### src/rtl/stream_upsizer_if.sv
// Ready/valid bundle for the stream upsizer: narrow input beats in, packed wide words out.
// The slave modport is the upsizer's view; the master modport is the producer/consumer side.
interface stream_upsizer_if #(
  parameter int IN_WIDTH = 8,
  parameter int RATIO    = 4
);
  logic                      ready_in;
  logic                      valid_in;
  logic [IN_WIDTH-1:0]       data_in;
  logic                      last_in;
  logic                      ready_out;
  logic                      valid_out;
  logic [IN_WIDTH*RATIO-1:0] data_out;
  logic [RATIO-1:0]          keep_out;
  logic                      last_out;

  modport slave (
    output ready_in, valid_out, data_out, keep_out, last_out,
    input  valid_in, data_in, last_in, ready_out
  );

  modport master (
    input  ready_in, valid_out, data_out, keep_out, last_out,
    output valid_in, data_in, last_in, ready_out
  );
endinterface

### src/rtl/stream_upsizer.sv
// Packs RATIO narrow beats into one wide word; last_in flushes a partial word with a
// contiguous keep mask. The output register reloads on the draining cycle, so there is no bubble.
module stream_upsizer #(
  parameter int IN_WIDTH = 8,
  parameter int RATIO    = 4
) (
  input logic            clk,
  input logic            reset,
  stream_upsizer_if.slave bus
);
  localparam int IDX_W = (RATIO > 2) ? $clog2(RATIO) : 1;

  logic [IDX_W-1:0]                     r_idx;
  logic [RATIO-2:0][IN_WIDTH-1:0]       r_acc;
  logic                                 r_validOut;
  logic [RATIO-1:0][IN_WIDTH-1:0]       r_dataOut;
  logic [RATIO-1:0]                     r_keepOut;
  logic                                 r_lastOut;

  logic                                 w_completing;
  logic                                 w_slotFree;
  logic                                 w_readyIn;
  logic                                 w_accept;
  logic [RATIO-1:0][IN_WIDTH-1:0]       w_word;
  logic [RATIO-1:0]                     w_keep;

  assign w_completing = (r_idx == IDX_W'(RATIO - 1)) || bus.last_in;
  assign w_slotFree   = !r_validOut || bus.ready_out;
  // Only a completing beat needs the output slot, so partial beats flow regardless of backpressure.
  assign w_readyIn    = !reset && (w_slotFree || !w_completing);
  assign w_accept     = bus.valid_in && w_readyIn;

  always_comb begin
    w_word = '0;
    w_keep = '0;
    for (int i = 0; i < RATIO - 1; i++) begin
      if (IDX_W'(i) < r_idx) begin
        w_word[i] = r_acc[i];
      end
    end
    for (int i = 0; i < RATIO; i++) begin
      if (IDX_W'(i) == r_idx) begin
        w_word[i] = bus.data_in;
      end
      w_keep[i] = (IDX_W'(i) <= r_idx);
    end
  end

  always_ff @(posedge clk) begin
    if (reset) begin
      r_idx      <= '0;
      r_acc      <= '0;
      r_validOut <= 1'b0;
      r_dataOut  <= '0;
      r_keepOut  <= '0;
      r_lastOut  <= 1'b0;
    end else begin
      if (r_validOut && bus.ready_out) begin
        r_validOut <= 1'b0;
      end
      if (w_accept) begin
        if (w_completing) begin
          r_dataOut  <= w_word;
          r_keepOut  <= w_keep;
          r_lastOut  <= bus.last_in;
          r_validOut <= 1'b1;
          r_idx      <= '0;
          r_acc      <= '0;
        end else begin
          for (int i = 0; i < RATIO - 1; i++) begin
            if (IDX_W'(i) == r_idx) begin
              r_acc[i] <= bus.data_in;
            end
          end
          r_idx <= r_idx + 1'b1;
        end
      end
    end
  end

  assign bus.ready_in  = w_readyIn;
  assign bus.valid_out = r_validOut;
  assign bus.data_out  = r_dataOut;
  assign bus.keep_out  = r_keepOut;
  assign bus.last_out  = r_lastOut;
endmodule

### src/flat_wrapper.sv
// flat-port wrapper written by rule: the top's interface ports become plain ports
module stream_upsizer_flat 
#(
  parameter int IN_WIDTH = 8,
  parameter int RATIO    = 4
)
  (clk, reset, bus_ready_in, bus_valid_out, bus_data_out, bus_keep_out, bus_last_out, bus_valid_in, bus_data_in, bus_last_in, bus_ready_out);
  stream_upsizer_if #(.IN_WIDTH(IN_WIDTH), .RATIO(RATIO)) bus_i ();
  input logic clk;
  input logic reset;
  output wire logic [$bits(bus_i.ready_in)-1:0] bus_ready_in;
  output wire logic [$bits(bus_i.valid_out)-1:0] bus_valid_out;
  output wire logic [$bits(bus_i.data_out)-1:0] bus_data_out;
  output wire logic [$bits(bus_i.keep_out)-1:0] bus_keep_out;
  output wire logic [$bits(bus_i.last_out)-1:0] bus_last_out;
  input wire logic [$bits(bus_i.valid_in)-1:0] bus_valid_in;
  input wire logic [$bits(bus_i.data_in)-1:0] bus_data_in;
  input wire logic [$bits(bus_i.last_in)-1:0] bus_last_in;
  input wire logic [$bits(bus_i.ready_out)-1:0] bus_ready_out;
  assign bus_ready_in = bus_i.ready_in;
  assign bus_valid_out = bus_i.valid_out;
  assign bus_data_out = bus_i.data_out;
  assign bus_keep_out = bus_i.keep_out;
  assign bus_last_out = bus_i.last_out;
  assign bus_i.valid_in = bus_valid_in;
  assign bus_i.data_in = bus_data_in;
  assign bus_i.last_in = bus_last_in;
  assign bus_i.ready_out = bus_ready_out;
  stream_upsizer #(.IN_WIDTH(IN_WIDTH), .RATIO(RATIO)) u_core (.clk(clk), .reset(reset), .bus(bus_i));
endmodule
### config.mk
export PLATFORM = sky130hd
export DESIGN_NAME = stream_upsizer_flat
export DESIGN_NICKNAME = d
export VERILOG_FILES = /design/src/rtl/stream_upsizer_if.sv /design/src/rtl/stream_upsizer.sv /design/src/flat_wrapper.sv
export SDC_FILE = /design/constraint.sdc
export NUM_CORES = 1
export LEC_CHECK = 0
export ABC_AREA = 1
export CORE_AREA = 5 5 115 63
export DETAILED_ROUTE_END_ITERATION = 6
export DIE_AREA = 0 0 120 68
export GPL_TIMING_DRIVEN = 0
export PLACE_DENSITY = 0.88
export SLEW_MARGIN = 20
export SYNTH_ARGS = -nofsm -noshare
export SYNTH_HDL_FRONTEND = slang
export SYNTH_SLANG_ARGS = --single-unit
### constraint.sdc
create_clock -name clk -period 2.2 [get_ports clk]
set_input_delay 0.55 -clock clk [delete_from_list [all_inputs] [get_ports clk]]
set_output_delay 0.55 -clock clk [all_outputs]
set_load 0.01 [all_outputs]
==> results.sh, run 1 <==
export IMPL_p_per_area_nw_per_um2=726.6
export IMPL_synth_simple_gate_area_share_pct=31.66
export IMPL_avgRoutedWirePerCell_um=14.57
export IMPL_fin_skew_ps=5.204
export IMPL_path_cells="ha_1 -> buf_6 -> nor2_8 -> nor2_1 -> nor2_1 -> buf_2"
export IMPL_first_global_vias=2856
export IMPL_syn_area_per_cell_um2=7.086
export IMPL_crit_fanout=10
export IMPL_cts_inserted_buffers=9
export IMPL_die_w_um=120
export IMPL_num_rows=21
export IMPL_cpLargestDelayFamily="simple AND/OR/NAND/NOR gates"
export IMPL_drive_gt1_share_pct=14.99
export IMPL_grt_pass1_wl_um=13750
export IMPL_synth_area_leaders="dfxtp_1 (41%), nand2_1 (15%), nor2_1 (7.2%)"
export IMPL_yosysTopAreaCell="dfxtp_1"
export IMPL_layout_area_overhead_vs_synth_pct=28.21
export IMPL_synth_area_mux_share_pct=0
export IMPL_hpwlAfterDp_um=6066
export IMPL_worst_path_most_repeated_cell="nor2_1"
export IMPL_yosys_warnings=0
export IMPL_synth_top_family_by_area="simple AND/OR/NAND/NOR gates"
export IMPL_max_stage_delay_ps=340
export IMPL_fmax_mhz=473.0
export IMPL_vdd_ir_drop_max_mv=0.3978
export IMPL_cp_num_buf_inv=2
export IMPL_hp_class="reg -> reg"
export IMPL_post_place_ws_ps=-342.0
export IMPL_fin_nets=521
export IMPL_synth_flop_cell="dfxtp_1"
export IMPL_worstPathRequired_ps=1650
export IMPL_viasPerCell=5.082
export IMPL_clock_sinks=64
export IMPL_gr_usage_all_layers_pct=21.87
export IMPL_synth_yosys_seq_area_share_pct=41.09
export IMPL_critPathLaunchType="flip-flop"
export IMPL_synthAdderAreaFrac_pct=2.408
export IMPL_io_pin_count=52
export IMPL_fin_tns_setup_ps=0
export IMPL_synth_seq_cells=64
export IMPL_post_cts_setup_buffers=0
export IMPL_gp_congestion=0.9565
export IMPL_synth_xor_area_share_pct=0
export IMPL_finalCritPeriodShare_pct=96.09
export IMPL_routed_wl_um=8551
export IMPL_synth_most_common_cell="nand2_1"
export IMPL_cp_arrival_ps=1560
export IMPL_synth_cell_types=23
export IMPL_start_util_pct=49.65
export IMPL_ant_nets=0
export IMPL_grt_overflow=0
export IMPL_num_vias=2983
export IMPL_endpoint_kind="output port"
export IMPL_die_y_um=68
export IMPL_async_flop_share_pct=0
export IMPL_root_buffer="clkbuf_16"
export IMPL_synth_commonest_cells="nand2_1 (122), dfxtp_1 (64), nor2_1 (60), inv_1 (53), o21ai_0 (28)"
export IMPL_n_antenna_cell=0
export IMPL_period_needed_ps=2114
export IMPL_path_class="reg -> out"
export IMPL_synth_edf_count=0
export IMPL_yosys_area_top_type_share_pct=41.09
export IMPL_portBuffers=51
export IMPL_cts_path_max_buffers=2
export IMPL_core_area_um2=6280
export IMPL_synthCells=440
export IMPL_ctsHtreeMaxLevel=3
export IMPL_outcome="finished clean"
export IMPL_hold_viol=0
export IMPL_synth_area_um2=3118
export IMPL_maxCapViolCount=0
export IMPL_worst_slack_ps=85.97
export IMPL_syn_nets=459
export IMPL_worst_pin_slew_ps=745.8
export IMPL_rsz0062_at_grt="false"
export IMPL_antenna_found_initial=0
export IMPL_relSlewSlack_pct=50.28
export IMPL_critPathSlowestCell="dfxtp_2"
export IMPL_grt_max_degree=11
export IMPL_drtPass1Iterations=5
export IMPL_clk_pin_slew_ps=50
export IMPL_drt_iter0_markers=410
export IMPL_cts_tree="yes"
export IMPL_power_static_leakage_nw=1.782
export IMPL_drc_errors=0
export IMPL_synth_compound_area_share_pct=12.68
export IMPL_finalMaxSlewViolations=0
export IMPL_dieArea_um2=8160
export IMPL_cts_hold_buf=0
export IMPL_clock_latency_ps=330
export IMPL_setup_viol=0
state kept, by name (all words and copies together), names as in the netlist:
name	count
u_core.bus.valid_out	1
u_core.r_acc	24
u_core.r_idx	2
u_core.bus.keep_out	4
u_core.bus.last_out	1
u_core.bus.data_out	32
through the flow:
stage	instance area [µm²]	cells	util [%]	power (mW)	hold slack, ps
2_1_floorplan	3118	440	-	1.501	486.7
3_3_place_gp	3729	571	59.37	1.624	449.2
3_5_place_dp	3729	571	59.37	1.637	452.9
4_1_cts	3999	587	63.68	2.919	464.2
5_1_grt	3998	587	63.66	3.027	469.4
6_report	3998	587	63.66	2.904	466.8
repair_timing:
| action | CTS | global route |
|---|---|---|
| pin swaps | 0 | 1 |
| cloned | 0 | 0 |
| resized for setup | 4 | 5 |
| endpoints found under the setup margin | 9 | 2 |
path summary, 6_finish.rpt:
check | slack [ps] | start | cells past startpoint | to
worst max-delay path | 90 | u_core.r_idx[0] | 6 | bus_ready_in
worst min-delay path | 470 | u_core.bus.data_out[25] | 2 | u_core.bus.data_out[25]
worst max register to register | 190 | u_core.r_idx[1] | 10 | u_core.r_acc[13]
worst min register to register | 470 | u_core.bus.data_out[25] | 2 | u_core.bus.data_out[25]
routing by layer:
layer	share of wire (%)	GRT usage [%]
met5	0	0
met4	1.2	7.275
met3	11	8.092
met2	44	35.08
met1	44	27.64
final cells by class:
cell class,count,area (µm²)
fillers,531,2282
multi-input cells,296,1458
flip-flops and latches,64,1282
repair buffers,51,508.0
clock buffers,13,250.2
inverters,55,211.5
plain buffers,25,170.2
well taps,80,100.1
clock inverters,3,17.52
cell families after synthesis:
group / after synthesis
adder cells (fa/ha/maj): 6
flip-flops: 64
AND/OR/NAND/NOR: 225
buffers and inverters: 80
AO/OA/AOI/OAI: 65
power breakdown:
group	switching (mW)	internal [mW]	total, mW
clock network	0.490	0.789	1.28
logic	0.249	0.141	0.389
registers	0.0266	1.21	1.24
worst reg2reg max path, cell delays in order (launching register included):
cell	delay, ps
dfxtp_1	360
clkbuf_2	260
inv_1	140
ha_1	200
inv_1	220
nand2_1	120
nand4_2	180
buf_2	250
nand2_1	70
nand2_1	60
nor2_1	40
cells in the final DEF (no fill, tap or decap):
master           instances
buf_4                    3
nor2_8                   1
nand3_1                 17
buf_2                    6
nand2_2                 18
ha_1                     6
a21oi_1                 18
nor2_1                  60
buf_8                    3
clkinv_2                 2
clkdlybuf4s50_1         49
nand2_1                122
dlymetal6s2s_1           1
inv_1                   53
nand4_2                  3
nor3_2                   1
nand4_1                  1
clkinvlp_4               1
clkbuf_16                9
inv_4                    2
nand2_4                  1
a21oi_2                 18
clkbuf_2                 2
nand4_4                  1
clkbuf_8                 1
dfxtp_2                  1
buf_6                    3
o21ai_0                 28
o21a_1                   1
dfxtp_1                 63
clkbuf_1                12
Power figures use the tool's default switching activity.
==> inputs of run 2 (changes only) <==
--- a/config.mk
+++ b/config.mk
@@ -6,11 +6,11 @@
 export NUM_CORES = 1
 export LEC_CHECK = 0
 export ABC_AREA = 1
-export CORE_AREA = 5 5 115 63
+export CORE_AREA = 5 5 111 61
 export DETAILED_ROUTE_END_ITERATION = 6
-export DIE_AREA = 0 0 120 68
+export DIE_AREA = 0 0 116 66
 export GPL_TIMING_DRIVEN = 0
-export PLACE_DENSITY = 0.88
+export PLACE_DENSITY = 0.93
 export SLEW_MARGIN = 20
 export SYNTH_ARGS = -nofsm -noshare
 export SYNTH_HDL_FRONTEND = slang
==> constraint.sdc (replaced) <==
create_clock -name clk -period 2.75 [get_ports clk]
set_input_delay 0.6875 -clock clk [delete_from_list [all_inputs] [get_ports clk]]
set_output_delay 0.6875 -clock clk [all_outputs]
set_load 0.01 [all_outputs]
==> run 2 against run 1 <==
  * Final cell count decreased by 0.51%
  * Global-route usage rose by 2.1 points
  * Setup slack better by 330 ps
  * Via count rose by 0.64%
  * Flip-flop and latch count unchanged
  * Sequential power shrank 20%
  * Clock skew about the same
  * Die area fell by 6.2%
  * Critical endpoint unchanged
==> results.sh, run 2 (synthesized netlist as in run 1, its figures left out) <==
export IMPL_outcome="finished clean"
export IMPL_post_dp_cell_area_um2=3725
export IMPL_grt_max_degree=13
export IMPL_post_place_ws_ps=-73.67
export IMPL_p_comb_share_pct=12.9
export IMPL_switchingPower_uw=652.9
export IMPL_num_vias=3002
export IMPL_rsz0062_at_grt="false"
export IMPL_fin_nets=521
export IMPL_endpoint_kind="output port"
export IMPL_finalMaxSlewViolations=0
export IMPL_hold_viol=0
export IMPL_vdd_ir_drop_max_mv=0.3278
export IMPL_drive_gt1_share_pct=14.99
export IMPL_viasPerCell=5.140
export IMPL_cts_hold_buf=0
export IMPL_die_y_um=66
export IMPL_cts_path_max_buffers=2
export IMPL_ff_latch_area_um2=1281
export IMPL_critPathLaunchType="primary input"
export IMPL_p_int_mw=1.807
export IMPL_ctsHtreeMaxLevel=3
export IMPL_hpwlAfterDp_um=6400
export IMPL_crit_fanout=4
export IMPL_drt_iter0_markers=283
export IMPL_pwr_share_clk_pct=46.9
export IMPL_dieArea_um2=7656
export IMPL_path_class="in -> out"
export IMPL_io_pin_count=52
export IMPL_n_antenna_cell=0
export IMPL_period_needed_ps=2329
export IMPL_power_static_leakage_nw=1.796
export IMPL_grt_pass1_wl_um=14050
export IMPL_worstPathRequired_ps=2060
export IMPL_gr_usage_all_layers_pct=23.99
export IMPL_fin_hold_ws_ps=465.1
export IMPL_final_area_um2=4036
export IMPL_ant_nets=0
export IMPL_portBuffers=51
export IMPL_cp_arrival_ps=1640
export IMPL_final_common_cell="nand2_1"
export IMPL_clk_pin_slew_ps=60
export IMPL_finalNonFillerCells=584
export IMPL_hp_class="reg -> reg"
export IMPL_nFillCells=465
export IMPL_clock_sinks=64
export IMPL_core_area_um2=5756
export IMPL_multi_input_area_um2=1460
export IMPL_avgRoutedWirePerCell_um=15.09
export IMPL_first_global_vias=2868
export IMPL_worst_pin_slew_ps=734.4
export IMPL_p_seq_share_pct=40.1
export IMPL_die_w_um=116
export IMPL_root_buffer="clkbuf_16"
export IMPL_fmax_mhz=429.3
export IMPL_drtPass1Iterations=7
export IMPL_start_util_pct=54.17
export IMPL_fin_skew_ps=5.144
export IMPL_num_rows=20
export IMPL_finalCritPeriodShare_pct=84.70
export IMPL_p_per_area_nw_per_um2=609.3
export IMPL_grt_overflow=0
export IMPL_layout_common_cells="nand2_1 (121), dfxtp_1 (64), nor2_1 (60), inv_1 (53), clkdlybuf4s50_1 (49)"
export IMPL_switching_share_pct=26.55
export IMPL_gp_congestion=0.9665
export IMPL_relSlewSlack_pct=51.04
export IMPL_cts_tree="yes"
export IMPL_largest_register_ff_count=32
export IMPL_worst_slack_ps=420.7
export IMPL_cts_inserted_buffers=9
export IMPL_clock_latency_ps=330
export IMPL_maxCapViolCount=0
export IMPL_routed_wl_um=8813
export IMPL_r2r_slack_ps=430
export IMPL_layout_area_overhead_vs_synth_pct=29.45
export IMPL_setup_viol=0
export IMPL_antenna_found_initial=0
export IMPL_drc_errors=0
export IMPL_dp_cells=568
export IMPL_fin_tns_setup_ps=0
==> run 2: changes by cell type in the layout (fill, tap and decap cells not counted), sizes merged <==
cell,before,now
dlygate4sd2,0,1
clkbuf,24,21
buf,15,14
bufinv,0,1
clkinv,2,4
==> run 2: per-stage QoR <==
step / power [mW] / util (%)
floorplan: 1.201 / -
global placement: 1.300 / 64.72
detailed placement: 1.312 / 64.72
CTS: 2.458 / 70.09
global route: 2.544 / 70.13
finish: 2.460 / 70.13
==> run 2: worst paths after layout <==
path,startpoint,to,cells after the start
setup / recovery,bus_ready_out,bus_ready_in,6
hold / removal,u_core.bus.data_out[27],u_core.bus.data_out[27],2
setup reg to reg,u_core.r_idx[1],u_core.bus.data_out[14],9
hold reg to reg,u_core.bus.data_out[27],u_core.bus.data_out[27],2
==> run 2: final cells by class <==
class	instances	share of cell area, %
Multi-Input combinational cell	296	36.17
Sequential cell	64	31.74
Timing Repair Buffer	51	12.68
Clock buffer	10	5.921
Inverter	55	5.239
Buffer	25	4.154
Tap cell	77	2.387
Clock inverter	6	1.705
==> run 2: repair_timing <==
action / 4_1_cts / 5_1_grt
setup endpoints to repair: 1 / 1
setup buffers: 0 / 0
gates resized for setup: 2 / 1
==> run 2: worst max-delay path: stages <==
cell             delay [ps]
clkdlybuf4s50_1         450
inv_1                    40
nand2_2                 100
nor2_1                   50
nor2_1                  120
dlymetal6s2s_1          180
==> run 2: power groups by stage <==
stage                     registers (mW)  logic, mW  clock network, mW
after floorplan                     1.01      0.193                  0
after global placement              1.00      0.296                  0
after detailed placement            1.01      0.305                  0
after CTS                          0.987      0.311               1.16
after global routing               0.991      0.349               1.20
final                              0.987      0.318               1.15
==> run 2: routing by layer <==
layer | routed length [µm] | share of wire (%) | GRT usage [%]
met1 | 3996 | 45 | 33.52
met2 | 3757 | 43 | 36.89
met3 | 946 | 11 | 6.581
met4 | 114 | 1.3 | 5.644
met5 | 0 | 0 | 0
==> inputs of run 3 (changes only) <==
--- a/config.mk
+++ b/config.mk
@@ -6,11 +6,11 @@
 export NUM_CORES = 1
 export LEC_CHECK = 0
 export ABC_AREA = 1
-export CORE_AREA = 5 5 111 61
+export CORE_AREA = 5 5 120 65
 export DETAILED_ROUTE_END_ITERATION = 6
-export DIE_AREA = 0 0 116 66
+export DIE_AREA = 0 0 125 70
 export GPL_TIMING_DRIVEN = 0
-export PLACE_DENSITY = 0.93
+export PLACE_DENSITY = 0.85
 export SLEW_MARGIN = 20
 export SYNTH_ARGS = -nofsm -noshare
 export SYNTH_HDL_FRONTEND = slang
==> constraint.sdc (replaced) <==
create_clock -name clk -period 2.1 [get_ports clk]
set_input_delay 0.525 -clock clk [delete_from_list [all_inputs] [get_ports clk]]
set_output_delay 0.525 -clock clk [all_outputs]
set_load 0.01 [all_outputs]
==> run 3 against run 2 <==
  * Combinational power increased by 33%
  * Sequential share of layout area decreased by 0.37 points
  * Non-clock buffer count increased by 3
  * Critical path depth unchanged
  * Hold slack got worse by 3.8 ps
  * Routed wire length increased by 0.45%
  * Total power increased by 35%
  * Register-to-register slack got worse by 310 ps
  * Final cell count increased by 2.9%
  * First-iteration DRC count increased by 27%
  * Critical path type unchanged
  * Critical endpoint unchanged
  * Largest cell class unchanged
  * Largest power group unchanged
==> results.sh, run 3 (synthesized netlist as in run 1, its figures left out) <==
export IMPL_grt_max_degree=11
export IMPL_cp_arrival_ps=1470
export IMPL_final_util_pct=62.54
export IMPL_hold_path_end="u_core.bus.keep_out[0]"
export IMPL_power_static_leakage_nw=1.819
export IMPL_drc_errors=0
export IMPL_hp_start="u_core.bus.keep_out[0]"
export IMPL_ctsHtreeMaxLevel=3
export IMPL_outcome="finished clean"
export IMPL_max_stage_delay_ps=460
export IMPL_drive_gt1_share_pct=16.31
export IMPL_clock_sinks=64
export IMPL_layout_common_cells="nand2_1 (121), dfxtp_1 (62), nor2_1 (59), inv_1 (53), clkdlybuf4s50_1 (49)"
export IMPL_drt_iter0_markers=358
export IMPL_clk_pin_slew_ps=50
export IMPL_p_per_area_nw_per_um2=813.5
export IMPL_die_y_um=70
export IMPL_cts_tree="yes"
export IMPL_fin_hold_ws_ps=461.3
export IMPL_drtPass1Iterations=6
export IMPL_portBuffers=51
export IMPL_critPathLaunchType="primary input"
export IMPL_hold_depth=1
export IMPL_largest_register_ff_count=32
export IMPL_post_dp_cell_area_um2=3744
export IMPL_gr_usage_all_layers_pct=20.30
export IMPL_maxCapViolCount=0
export IMPL_worstPathRequired_ps=1570
export IMPL_fin_nets=524
export IMPL_multi_input_area_um2=1463
export IMPL_finalMaxSlewViolations=0
export IMPL_hp_class="reg -> reg"
export IMPL_n_antenna_cell=0
export IMPL_ff2ff_path_depth=10
export IMPL_hpwlAfterDp_um=5842
export IMPL_ff_latch_area_um2=1284
export IMPL_clock_latency_ps=330
export IMPL_period_needed_ps=1996
export IMPL_first_global_vias=2786
export IMPL_nFillCells=529
export IMPL_r2r_slack_ps=120
export IMPL_cts_path_max_buffers=2
export IMPL_final_common_cell="nand2_1"
export IMPL_final_area_um2=4091
export IMPL_hold_viol=0
export IMPL_critPathSlowestCell="clkdlybuf4s50_1"
export IMPL_layout_area_overhead_vs_synth_pct=31.22
export IMPL_relSlewSlack_pct=53.90
export IMPL_report_power_total_mw=3.328
export IMPL_path_cells="clkdlybuf4s50_1 -> inv_1 -> nand2_2 -> nor2_1 -> nor2_2 -> buf_2"
export IMPL_crit_fanout=4
export IMPL_core_area_um2=6543
export IMPL_worst_pin_slew_ps=691.5
export IMPL_gp_congestion=0.9344
export IMPL_num_rows=21
export IMPL_ant_nets=0
export IMPL_path_class="in -> out"
export IMPL_avgRoutedWirePerCell_um=14.73
export IMPL_fmax_mhz=500.9
export IMPL_worstReg2RegStart="u_core.r_idx[1]"
export IMPL_routed_wl_um=8853
export IMPL_antenna_found_initial=0
export IMPL_finalCritPeriodShare_pct=95.07
export IMPL_worstReg2RegEnd="u_core.r_acc[1]"
export IMPL_num_vias=3026
export IMPL_fin_skew_ps=4.688
export IMPL_endpoint_kind="output port"
export IMPL_die_w_um=125
export IMPL_grt_overflow=0
export IMPL_grt_pass1_wl_um=14210
export IMPL_vdd_ir_drop_max_mv=0.3908
export IMPL_start_util_pct=47.66
export IMPL_root_buffer="clkbuf_16"
export IMPL_viasPerCell=5.035
export IMPL_io_pin_count=52
export IMPL_cts_inserted_buffers=9
export IMPL_setup_viol=0
export IMPL_dieArea_um2=8750
## run 3: changes by cell type in the layout (fill, tap and decap cells not counted), moves of 2 or more
cell,before,now
clkinv_4,3,0
buf_2,5,7
buf_4,3,6
dfxtp_2,0,2
dfxtp_1,64,62
## run 3: final cells by class
type                       count  share of cell area, %
sequential                    64                  31.38
clock inverter                 3                  1.590
clock buffer                  12                  6.269
buffer                        25                  4.159
tap                           92                  2.813
timing repair buffer          54                  12.87
multi-input combinational    296                  35.75
inverter                      55                  5.168
## run 3: critical path: cells and delay by family
family,cells,cell delay [ps]
buffers and inverters,3,650
and+or+nand+nor,3,290
## run 3: per-stage QoR
stage	worst slack (ps)	setup TNS, ps	std cells
CTS	-99.64	-99.64	598
finish	103.5	0	601
global placement	-404.0	-1881	583
detailed placement	-406.8	-2200	583
global route	-16.87	-22.36	601
floorplan	311.9	0	440
## run 3: worst max-delay path by stage
| stage | start | endpoint | slack (ps) | cells past startpoint |
|---|---|---|---|---|
| final | bus_ready_out | bus_ready_in | 100 | 6 |
| after global routing | u_core.r_idx[1] | u_core.r_acc[14] | -20 | 10 |
| after CTS | u_core.r_idx[0] | bus_ready_in | -100 | 6 |
| after detailed placement | bus_last_in | bus_ready_in | -410 | 5 |
| after global placement | bus_last_in | bus_ready_in | -400 | 5 |
| after floorplan | u_core.r_idx[1] | u_core.r_acc[5] | 310 | 11 |
## run 3: where the power goes
part	internal (mW)	leakage [nW]	switching [mW]	total [mW]
sequential	1.27	0.521	0.0269	1.29
combinational	0.151	1.14	0.271	0.422
clock	1.09	0.159	0.518	1.61
## run 3: layer usage
layer	track usage, %	routed length (µm)
met2	31.47	4024
met5	0	0
met4	6.851	167
met3	6.245	839
met1	26.95	3821
## run 3: timing repair
| action | CTS | global route |
|---|---|---|
| hold buffers | 0 | 0 |
| buffers inserted | 0 | 3 |
| pin swaps | 0 | 2 |
| endpoints found under the setup margin | 23 | 23 |
| resized for setup | 5 | 8 |
